$ cat src/rtl/wb_guard_pkg.sv
// rtl/wb_guard_pkg.sv - shared encodings for the Wishbone bus guard
package wb_guard_pkg;

  typedef enum logic [1:0] {
    ST_IDLE = 2'd0,
    ST_FWD  = 2'd1,
    ST_RESP = 2'd2
  } state_t;

  typedef enum logic [1:0] {
    CAUSE_NONE     = 2'b00,
    CAUSE_UNMAPPED = 2'b01,
    CAUSE_TIMEOUT  = 2'b10
  } cause_t;

  localparam logic [2:0] CSR_STATUS    = 3'd0;
  localparam logic [2:0] CSR_ERR_ADDR  = 3'd1;
  localparam logic [2:0] CSR_ERR_COUNT = 3'd2;
  localparam logic [2:0] CSR_CTRL      = 3'd3;

endpackage

$ cat src/rtl/wb_bus_guard_if.sv
// rtl/wb_bus_guard_if.sv - upstream and downstream Wishbone signals of the guard
interface wb_bus_guard_if;
  logic        m_cyc_i;
  logic        m_stb_i;
  logic        m_we_i;
  logic [3:0]  m_sel_i;
  logic [31:0] m_adr_i;
  logic [31:0] m_dat_i;
  logic        m_ack_o;
  logic [31:0] m_dat_o;
  logic        s_cyc_o;
  logic        s_stb_o;
  logic        s_we_o;
  logic [3:0]  s_sel_o;
  logic [31:0] s_adr_o;
  logic [31:0] s_dat_o;
  logic        s_ack_i;
  logic [31:0] s_dat_i;

  // slave: the guard itself; master: the environment around it
  modport slave (
    input  m_cyc_i, m_stb_i, m_we_i, m_sel_i, m_adr_i, m_dat_i, s_ack_i, s_dat_i,
    output m_ack_o, m_dat_o, s_cyc_o, s_stb_o, s_we_o, s_sel_o, s_adr_o, s_dat_o
  );

  modport master (
    output m_cyc_i, m_stb_i, m_we_i, m_sel_i, m_adr_i, m_dat_i, s_ack_i, s_dat_i,
    input  m_ack_o, m_dat_o, s_cyc_o, s_stb_o, s_we_o, s_sel_o, s_adr_o, s_dat_o
  );
endinterface

$ cat src/rtl/wb_guard_csr.sv
// rtl/wb_guard_csr.sv - error log, error counter, CSR read mux and IRQ
module wb_guard_csr
  import wb_guard_pkg::*;
(
  input  logic        clk,
  input  logic        rst_n,
  input  logic        err_valid,
  input  cause_t      err_cause,
  input  logic [31:0] err_addr_in,
  input  logic        csr_wr,
  input  logic [2:0]  csr_off,
  input  logic [31:0] csr_wdata,
  output logic [31:0] csr_rdata,
  output logic        irq
);

  logic        pending;
  cause_t      cause;
  logic [31:0] err_addr;
  logic [7:0]  err_count;
  logic        irq_en;

  always_ff @(posedge clk or negedge rst_n) begin
    if (!rst_n) begin
      pending   <= 1'b0;
      cause     <= CAUSE_NONE;
      err_addr  <= '0;
      err_count <= '0;
      irq_en    <= 1'b1;
    end else begin
      if (err_valid) begin
        if (err_count != 8'hFF)
          err_count <= err_count + 8'd1;
        // only the first error since the last clear is recorded in detail
        if (!pending) begin
          pending  <= 1'b1;
          cause    <= err_cause;
          err_addr <= err_addr_in;
        end
      end
      if (csr_wr) begin
        case (csr_off)
          CSR_STATUS: begin
            if (csr_wdata[0]) begin
              pending <= 1'b0;
              cause   <= CAUSE_NONE;
            end
          end
          CSR_ERR_COUNT: err_count <= '0;
          CSR_CTRL:      irq_en    <= csr_wdata[0];
          default: ;
        endcase
      end
    end
  end

  always_comb begin
    csr_rdata = '0;
    case (csr_off)
      CSR_STATUS:    csr_rdata = {29'd0, cause, pending};
      CSR_ERR_ADDR:  csr_rdata = err_addr;
      CSR_ERR_COUNT: csr_rdata = {24'd0, err_count};
      CSR_CTRL:      csr_rdata = {31'd0, irq_en};
      default:       csr_rdata = '0;
    endcase
  end

  assign irq = pending & irq_en;

endmodule

$ cat src/rtl/wb_bus_guard.sv
// rtl/wb_bus_guard.sv - registers Wishbone requests, forwards mapped windows,
// error-terminates unmapped windows and stalled slaves
module wb_bus_guard
  import wb_guard_pkg::*;
#(
  parameter int unsigned TIMEOUT_CYCLES = 255,
  parameter int unsigned NUM_WIN        = 13,
  parameter logic [3:0]  CSR_WIN        = 4'hF,
  parameter logic [31:0] ERR_DATA       = 32'hDEADBEEF
) (
  input  logic           wb_clk_i,
  input  logic           wb_rst_ni,
  wb_bus_guard_if.slave  bus,
  output logic           err_irq_o
);

  localparam logic [9:0] TMO_LAST = 10'(TIMEOUT_CYCLES - 1);

  state_t      state, state_nxt;
  logic [31:0] req_adr, req_dat, resp_dat, resp_dat_nxt;
  logic [3:0]  req_sel;
  logic        req_we, load_req;
  logic [9:0]  tmo_cnt, tmo_cnt_nxt;

  logic        err_valid, csr_wr;
  cause_t      err_cause;
  logic [31:0] err_addr, csr_rdata;
  logic [3:0]  win;

  assign win = bus.m_adr_i[19:16];

  always_ff @(posedge wb_clk_i or negedge wb_rst_ni) begin
    if (!wb_rst_ni) begin
      state    <= ST_IDLE;
      req_adr  <= '0;
      req_dat  <= '0;
      req_sel  <= '0;
      req_we   <= 1'b0;
      tmo_cnt  <= '0;
      resp_dat <= '0;
    end else begin
      state    <= state_nxt;
      tmo_cnt  <= tmo_cnt_nxt;
      resp_dat <= resp_dat_nxt;
      if (load_req) begin
        req_adr <= bus.m_adr_i;
        req_dat <= bus.m_dat_i;
        req_sel <= bus.m_sel_i;
        req_we  <= bus.m_we_i;
      end
    end
  end

  always_comb begin
    state_nxt    = state;
    load_req     = 1'b0;
    tmo_cnt_nxt  = tmo_cnt;
    resp_dat_nxt = resp_dat;
    err_valid    = 1'b0;
    err_cause    = CAUSE_NONE;
    err_addr     = req_adr;
    csr_wr       = 1'b0;
    case (state)
      ST_IDLE: begin
        if (bus.m_cyc_i && bus.m_stb_i) begin
          load_req = 1'b1;
          if (32'(win) < NUM_WIN) begin
            state_nxt   = ST_FWD;
            tmo_cnt_nxt = '0;
          end else if (win == CSR_WIN) begin
            csr_wr       = bus.m_we_i;
            resp_dat_nxt = bus.m_we_i ? 32'd0 : csr_rdata;
            state_nxt    = ST_RESP;
          end else begin
            resp_dat_nxt = ERR_DATA;
            err_valid    = 1'b1;
            err_cause    = CAUSE_UNMAPPED;
            err_addr     = bus.m_adr_i;
            state_nxt    = ST_RESP;
          end
        end
      end
      ST_FWD: begin
        tmo_cnt_nxt = tmo_cnt + 10'd1;
        // an abandoned cycle is dropped silently; a late slave ack still beats the timeout
        if (!bus.m_cyc_i) begin
          state_nxt = ST_IDLE;
        end else if (bus.s_ack_i) begin
          resp_dat_nxt = bus.s_dat_i;
          state_nxt    = ST_RESP;
        end else if (tmo_cnt == TMO_LAST) begin
          resp_dat_nxt = ERR_DATA;
          err_valid    = 1'b1;
          err_cause    = CAUSE_TIMEOUT;
          state_nxt    = ST_RESP;
        end
      end
      ST_RESP: state_nxt = ST_IDLE;
      default: state_nxt = ST_IDLE;
    endcase
  end

  wb_guard_csr u_csr (
    .clk         (wb_clk_i),
    .rst_n       (wb_rst_ni),
    .err_valid   (err_valid),
    .err_cause   (err_cause),
    .err_addr_in (err_addr),
    .csr_wr      (csr_wr),
    .csr_off     (bus.m_adr_i[4:2]),
    .csr_wdata   (bus.m_dat_i),
    .csr_rdata   (csr_rdata),
    .irq         (err_irq_o)
  );

  assign bus.s_cyc_o = (state == ST_FWD);
  assign bus.s_stb_o = (state == ST_FWD);
  assign bus.s_we_o  = req_we;
  assign bus.s_sel_o = req_sel;
  assign bus.s_adr_o = req_adr;
  assign bus.s_dat_o = req_dat;
  assign bus.m_ack_o = (state == ST_RESP);
  assign bus.m_dat_o = resp_dat;

endmodule
$ cat src/flat_wrapper.sv
// flat-port wrapper written by rule: the top's interface ports become plain ports
module wb_bus_guard_flat import wb_guard_pkg::*;
#(
  parameter int unsigned TIMEOUT_CYCLES = 255,
  parameter int unsigned NUM_WIN        = 13,
  parameter logic [3:0]  CSR_WIN        = 4'hF,
  parameter logic [31:0] ERR_DATA       = 32'hDEADBEEF
)
  (wb_clk_i, wb_rst_ni, err_irq_o, bus_m_cyc_i, bus_m_stb_i, bus_m_we_i, bus_m_sel_i, bus_m_adr_i, bus_m_dat_i, bus_s_ack_i, bus_s_dat_i, bus_m_ack_o, bus_m_dat_o, bus_s_cyc_o, bus_s_stb_o, bus_s_we_o, bus_s_sel_o, bus_s_adr_o, bus_s_dat_o);
  wb_bus_guard_if bus_i ();
  input  logic wb_clk_i;
  input  logic wb_rst_ni;
  output logic err_irq_o;
  input wire logic [$bits(bus_i.m_cyc_i)-1:0] bus_m_cyc_i;
  input wire logic [$bits(bus_i.m_stb_i)-1:0] bus_m_stb_i;
  input wire logic [$bits(bus_i.m_we_i)-1:0] bus_m_we_i;
  input wire logic [$bits(bus_i.m_sel_i)-1:0] bus_m_sel_i;
  input wire logic [$bits(bus_i.m_adr_i)-1:0] bus_m_adr_i;
  input wire logic [$bits(bus_i.m_dat_i)-1:0] bus_m_dat_i;
  input wire logic [$bits(bus_i.s_ack_i)-1:0] bus_s_ack_i;
  input wire logic [$bits(bus_i.s_dat_i)-1:0] bus_s_dat_i;
  output wire logic [$bits(bus_i.m_ack_o)-1:0] bus_m_ack_o;
  output wire logic [$bits(bus_i.m_dat_o)-1:0] bus_m_dat_o;
  output wire logic [$bits(bus_i.s_cyc_o)-1:0] bus_s_cyc_o;
  output wire logic [$bits(bus_i.s_stb_o)-1:0] bus_s_stb_o;
  output wire logic [$bits(bus_i.s_we_o)-1:0] bus_s_we_o;
  output wire logic [$bits(bus_i.s_sel_o)-1:0] bus_s_sel_o;
  output wire logic [$bits(bus_i.s_adr_o)-1:0] bus_s_adr_o;
  output wire logic [$bits(bus_i.s_dat_o)-1:0] bus_s_dat_o;
  assign bus_i.m_cyc_i = bus_m_cyc_i;
  assign bus_i.m_stb_i = bus_m_stb_i;
  assign bus_i.m_we_i = bus_m_we_i;
  assign bus_i.m_sel_i = bus_m_sel_i;
  assign bus_i.m_adr_i = bus_m_adr_i;
  assign bus_i.m_dat_i = bus_m_dat_i;
  assign bus_i.s_ack_i = bus_s_ack_i;
  assign bus_i.s_dat_i = bus_s_dat_i;
  assign bus_m_ack_o = bus_i.m_ack_o;
  assign bus_m_dat_o = bus_i.m_dat_o;
  assign bus_s_cyc_o = bus_i.s_cyc_o;
  assign bus_s_stb_o = bus_i.s_stb_o;
  assign bus_s_we_o = bus_i.s_we_o;
  assign bus_s_sel_o = bus_i.s_sel_o;
  assign bus_s_adr_o = bus_i.s_adr_o;
  assign bus_s_dat_o = bus_i.s_dat_o;
  wb_bus_guard #(.TIMEOUT_CYCLES(TIMEOUT_CYCLES), .NUM_WIN(NUM_WIN), .CSR_WIN(CSR_WIN), .ERR_DATA(ERR_DATA)) u_core (.wb_clk_i(wb_clk_i), .wb_rst_ni(wb_rst_ni), .bus(bus_i), .err_irq_o(err_irq_o));
endmodule
$ cat config.mk
export PLATFORM = sky130hd
export DESIGN_NAME = wb_bus_guard_flat
export DESIGN_NICKNAME = d
export VERILOG_FILES = /design/src/rtl/wb_guard_pkg.sv /design/src/rtl/wb_bus_guard_if.sv /design/src/rtl/wb_guard_csr.sv /design/src/rtl/wb_bus_guard.sv /design/src/flat_wrapper.sv
export SDC_FILE = /design/constraint.sdc
export NUM_CORES = 1
export LEC_CHECK = 0
export CORE_UTILIZATION = 35
export CTS_CLUSTER_DIAMETER = 100
export DETAILED_ROUTE_END_ITERATION = 16
export PLACE_DENSITY_LB_ADDON = 0.05
export SLEW_MARGIN = 10
export SYNTH_ARGS = -nofsm -noshare
export SYNTH_HDL_FRONTEND = slang
export SYNTH_SLANG_ARGS = --single-unit
$ cat constraint.sdc
create_clock -name wb_clk_i -period 4.45 [get_ports wb_clk_i]
set_input_delay 0.445 -clock wb_clk_i [delete_from_list [all_inputs] [get_ports wb_clk_i]]
set_output_delay 0.445 -clock wb_clk_i [all_outputs]
set_load 0.01 [all_outputs]
==> impl_metrics.env <==
export IMPL_drtIter0Drc=285
export IMPL_cts_setup_buffers=0
export IMPL_cts_hold_buf=0
export IMPL_status="completed"
export IMPL_htreeDepth=4
export IMPL_n_fill_cell=1896
export IMPL_period_needed_ns=3.37
export IMPL_ys_types=56
export IMPL_r2r_slack_ns=1.19
export IMPL_cp_max_fo=25
export IMPL_ys_top_cells_by_count="278 x nand2_1, 156 x dfrtp_1, 50 x o21ai_0"
export IMPL_first_pass_iters=5
export IMPL_max_stage_delay_ns=0.84
export IMPL_crit_arrival_ns=2.93
export IMPL_synthFlopType="dfrtp_1"
export IMPL_cts_made_buffers=17
export IMPL_grt_max_degree=96
export IMPL_reg2reg_depth=6
export IMPL_synth_edff_count=0
export IMPL_path_cells="nand2b_1, inv_1, clkdlybuf4s50_1"
export IMPL_io_buffers=210
export IMPL_slowest_stage="inv_1"
export IMPL_route_met3_wl_um=1520
export IMPL_synthTopCellsByArea="dfrtp_1 54%, nand2_1 15%, mux2i_1 4.2%, o21ai_0 3.5%, a211oi_1 1.9%"
export IMPL_syn_area_per_cell_sq_um=9.32
export IMPL_r2r_end="u_core.bus.m_dat_o[20]"
export IMPL_crit_type="reg -> out"
export IMPL_path_buf_inv=2
export IMPL_slew_violations=0
export IMPL_syn_inst=770
export IMPL_antenna_found_initial=0
export IMPL_setup_ws_ns=1.08
export IMPL_area_growth_syn_to_layout_pct=40.5
export IMPL_vias_per_cell=4.89
export IMPL_wl_met1_um=9250
export IMPL_p_per_area_mw_per_mm2=460
export IMPL_startpoint_type="register"
export IMPL_synth_seq_cells=157
export IMPL_seq_area_sq_mm=0.00393
export IMPL_post_cts_resized=0
export IMPL_worstSetupEndpointType="output pin"
export IMPL_cts_tree="done"
export IMPL_p_leak_nw=4.71
export IMPL_min_period_over_period_pct=75.8
export IMPL_grt_setup_unrepaired="no"
export IMPL_worst_slew_pin_slew_ns=0.923
export IMPL_detail_route_wl_per_cell_um=16.5
export IMPL_hpwl_um=14500
export IMPL_dp_cells=1210
export IMPL_pin_count=211
export IMPL_clk_path_buf_depth=2
export IMPL_place_ws_ns=1.16
export IMPL_design_area_sq_mm=0.0101
export IMPL_dr_wl_met2_um=9510
export IMPL_startpoint="u_core.state[1]"
export IMPL_grt_pass1_vias=6214
export IMPL_place_area_sq_mm=0.00951
export IMPL_max_freq_ghz=0.297
export IMPL_std_cell_rows=52
export IMPL_syn_area_sq_mm=0.00718
export IMPL_drive_gt1_share_pct=5.88
export IMPL_clk_latency_ns=0.41
export IMPL_diodes=0
export IMPL_r2r_start="u_core.state[1]"
export IMPL_critPathTopFamily="buffers and inverters"
export IMPL_clock_skew_ns=0.0104
export IMPL_multiInputGateArea_sq_mm=0.00303
export IMPL_wirelength_um=20500
export IMPL_finalNetCount=1068
export IMPL_initial_core_util_pct=35.6
export IMPL_yosysMostFrequentCell="nand2_1"
export IMPL_cp_required_ns=4.01
export IMPL_dieArea_sq_mm=0.0211
export IMPL_clk_pin_slew_worst_paths_ns=0.06
export IMPL_root_buffer="clkbuf_16"
export IMPL_drcViolationCount=0
export IMPL_synth_async_sr_flop_share_pct=100
export IMPL_syn_nets=879
export IMPL_synth_top_area_cell="dfrtp_1"
export IMPL_fin_cells=1240
export IMPL_yosysSeqAreaShare_pct=54.8
export IMPL_synth_top_area_share_pct=54.4
export IMPL_finalSetupViolations=0
export IMPL_grt_pass1_wl_um=33900
export IMPL_peakVddDrop_v=0.000262
export IMPL_grt_total_usage_pct=20.3
export IMPL_ant_nets=0
export IMPL_hold_viol=0
export IMPL_hp_class="in -> async"
export IMPL_dieHeight_um=145
export IMPL_core_sq_mm=0.0202
export IMPL_cts_sinks=157
export IMPL_relSlewSlack_pct=38.4
export IMPL_dr_total_vias=6060
export IMPL_tns_ns=0
export IMPL_drv_cap=0
export IMPL_grt_overflow_total=0
export IMPL_die_w_um=145
export IMPL_utilization_pct=50.0
export IMPL_gp_congestion=0.853
export IMPL_ys_warn_count=0
export IMPL_top_layer_used="met4"
-- sequential cells by signal (all words and copies together), names as in the netlist, 2 cells and up --
signal and cells:
u_core.bus.s_adr_o 32, u_core.u_csr.cause 2, u_core.bus.s_sel_o 4, u_core.state 2, u_core.u_csr.err_count 8, u_core.bus.s_dat_o 32, u_core.bus.m_dat_o 32, u_core.tmo_cnt 10
u_core.u_csr.err_addr 32
-- metal layers --
layer / GRT usage (%) / vias up
met5: 0 / -
met4: 5.79 / 0
met3: 6.51 / 18
met2: 31.9 / 188
met1: 26.7 / 2885
li1: - / 2969
-- placed cells by master (no fill, tap or decap), drive strengths merged, types with 4 or more instances in the layout --
master and n:
clkdlybuf4s50 209, nand3 10, a211oi 18, nand2 278
a22oi 12, nor3b 18, a21oi 9, o31ai 17
nor3 5, nor2 30, and3 6, o22a 6
buf 12, mux2i 30, xor2 11, inv 7
o22ai 4, o21ai 51, and2 6, dfrtp 156
clkinv 5, clkbuf 20, nand4 6, or3 4
-- through the flow --
| stage | hold WS (ns) | power, W |
|---|---|---|
| finish | 0.104 | 0.00464 |
| global route | 0.189 | 0.00491 |
| CTS | 0.155 | 0.00470 |
| detailed placement | 0.462 | 0.00324 |
| global placement | 0.457 | 0.00321 |
| floorplan | 0.149 | 0.00248 |
-- worst register-to-register path: stages, from the launching register on --
cell and delay [ns]:
dfrtp_1 0.39, nand2b_1 0.74, inv_1 0.65, nor2_1 0.63, and2_0 0.43, a22oi_1 0.16, o21ai_0 0.17
-- where the power goes --
part           internal, W  switching, W  total [W]
registers          0.00176      0.000248    0.00201
logic             0.000646      0.000546    0.00119
clock network     0.000850      0.000583    0.00143
-- kinds of logic after synthesis --
group                      share of synthesized area, %
AOI/OAI and AO/OA                                  11.9
xor gates and xnor gates                           1.34
adders and majority gates                         0.523
buffers and inverters                              3.31
DFF                                                54.8
muxes                                              4.97
and+or+nand+nor                                    23.2
-- area by class of cell --
cell class / instances / area share (%)
clock buffer: 20 / 4.53
clock inverter: 10 / 1.15
inverter: 6 / 0.223
multi-input combinational: 556 / 30.1
sequential: 157 / 39.0
tap: 270 / 3.35
timing repair buffer: 221 / 21.7
-- how the worst max path moves through the flow --
stage,to,depth (start not counted)
after floorplan,bus_s_stb_o,5
after global placement,u_core.bus.m_dat_o[29],6
after detailed placement,u_core.bus.m_dat_o[24],6
after CTS,bus_s_cyc_o,3
after global routing,u_core.bus.m_dat_o[22],6
final,bus_s_cyc_o,3
Note: power is estimated with default switching activity, not from simulation.
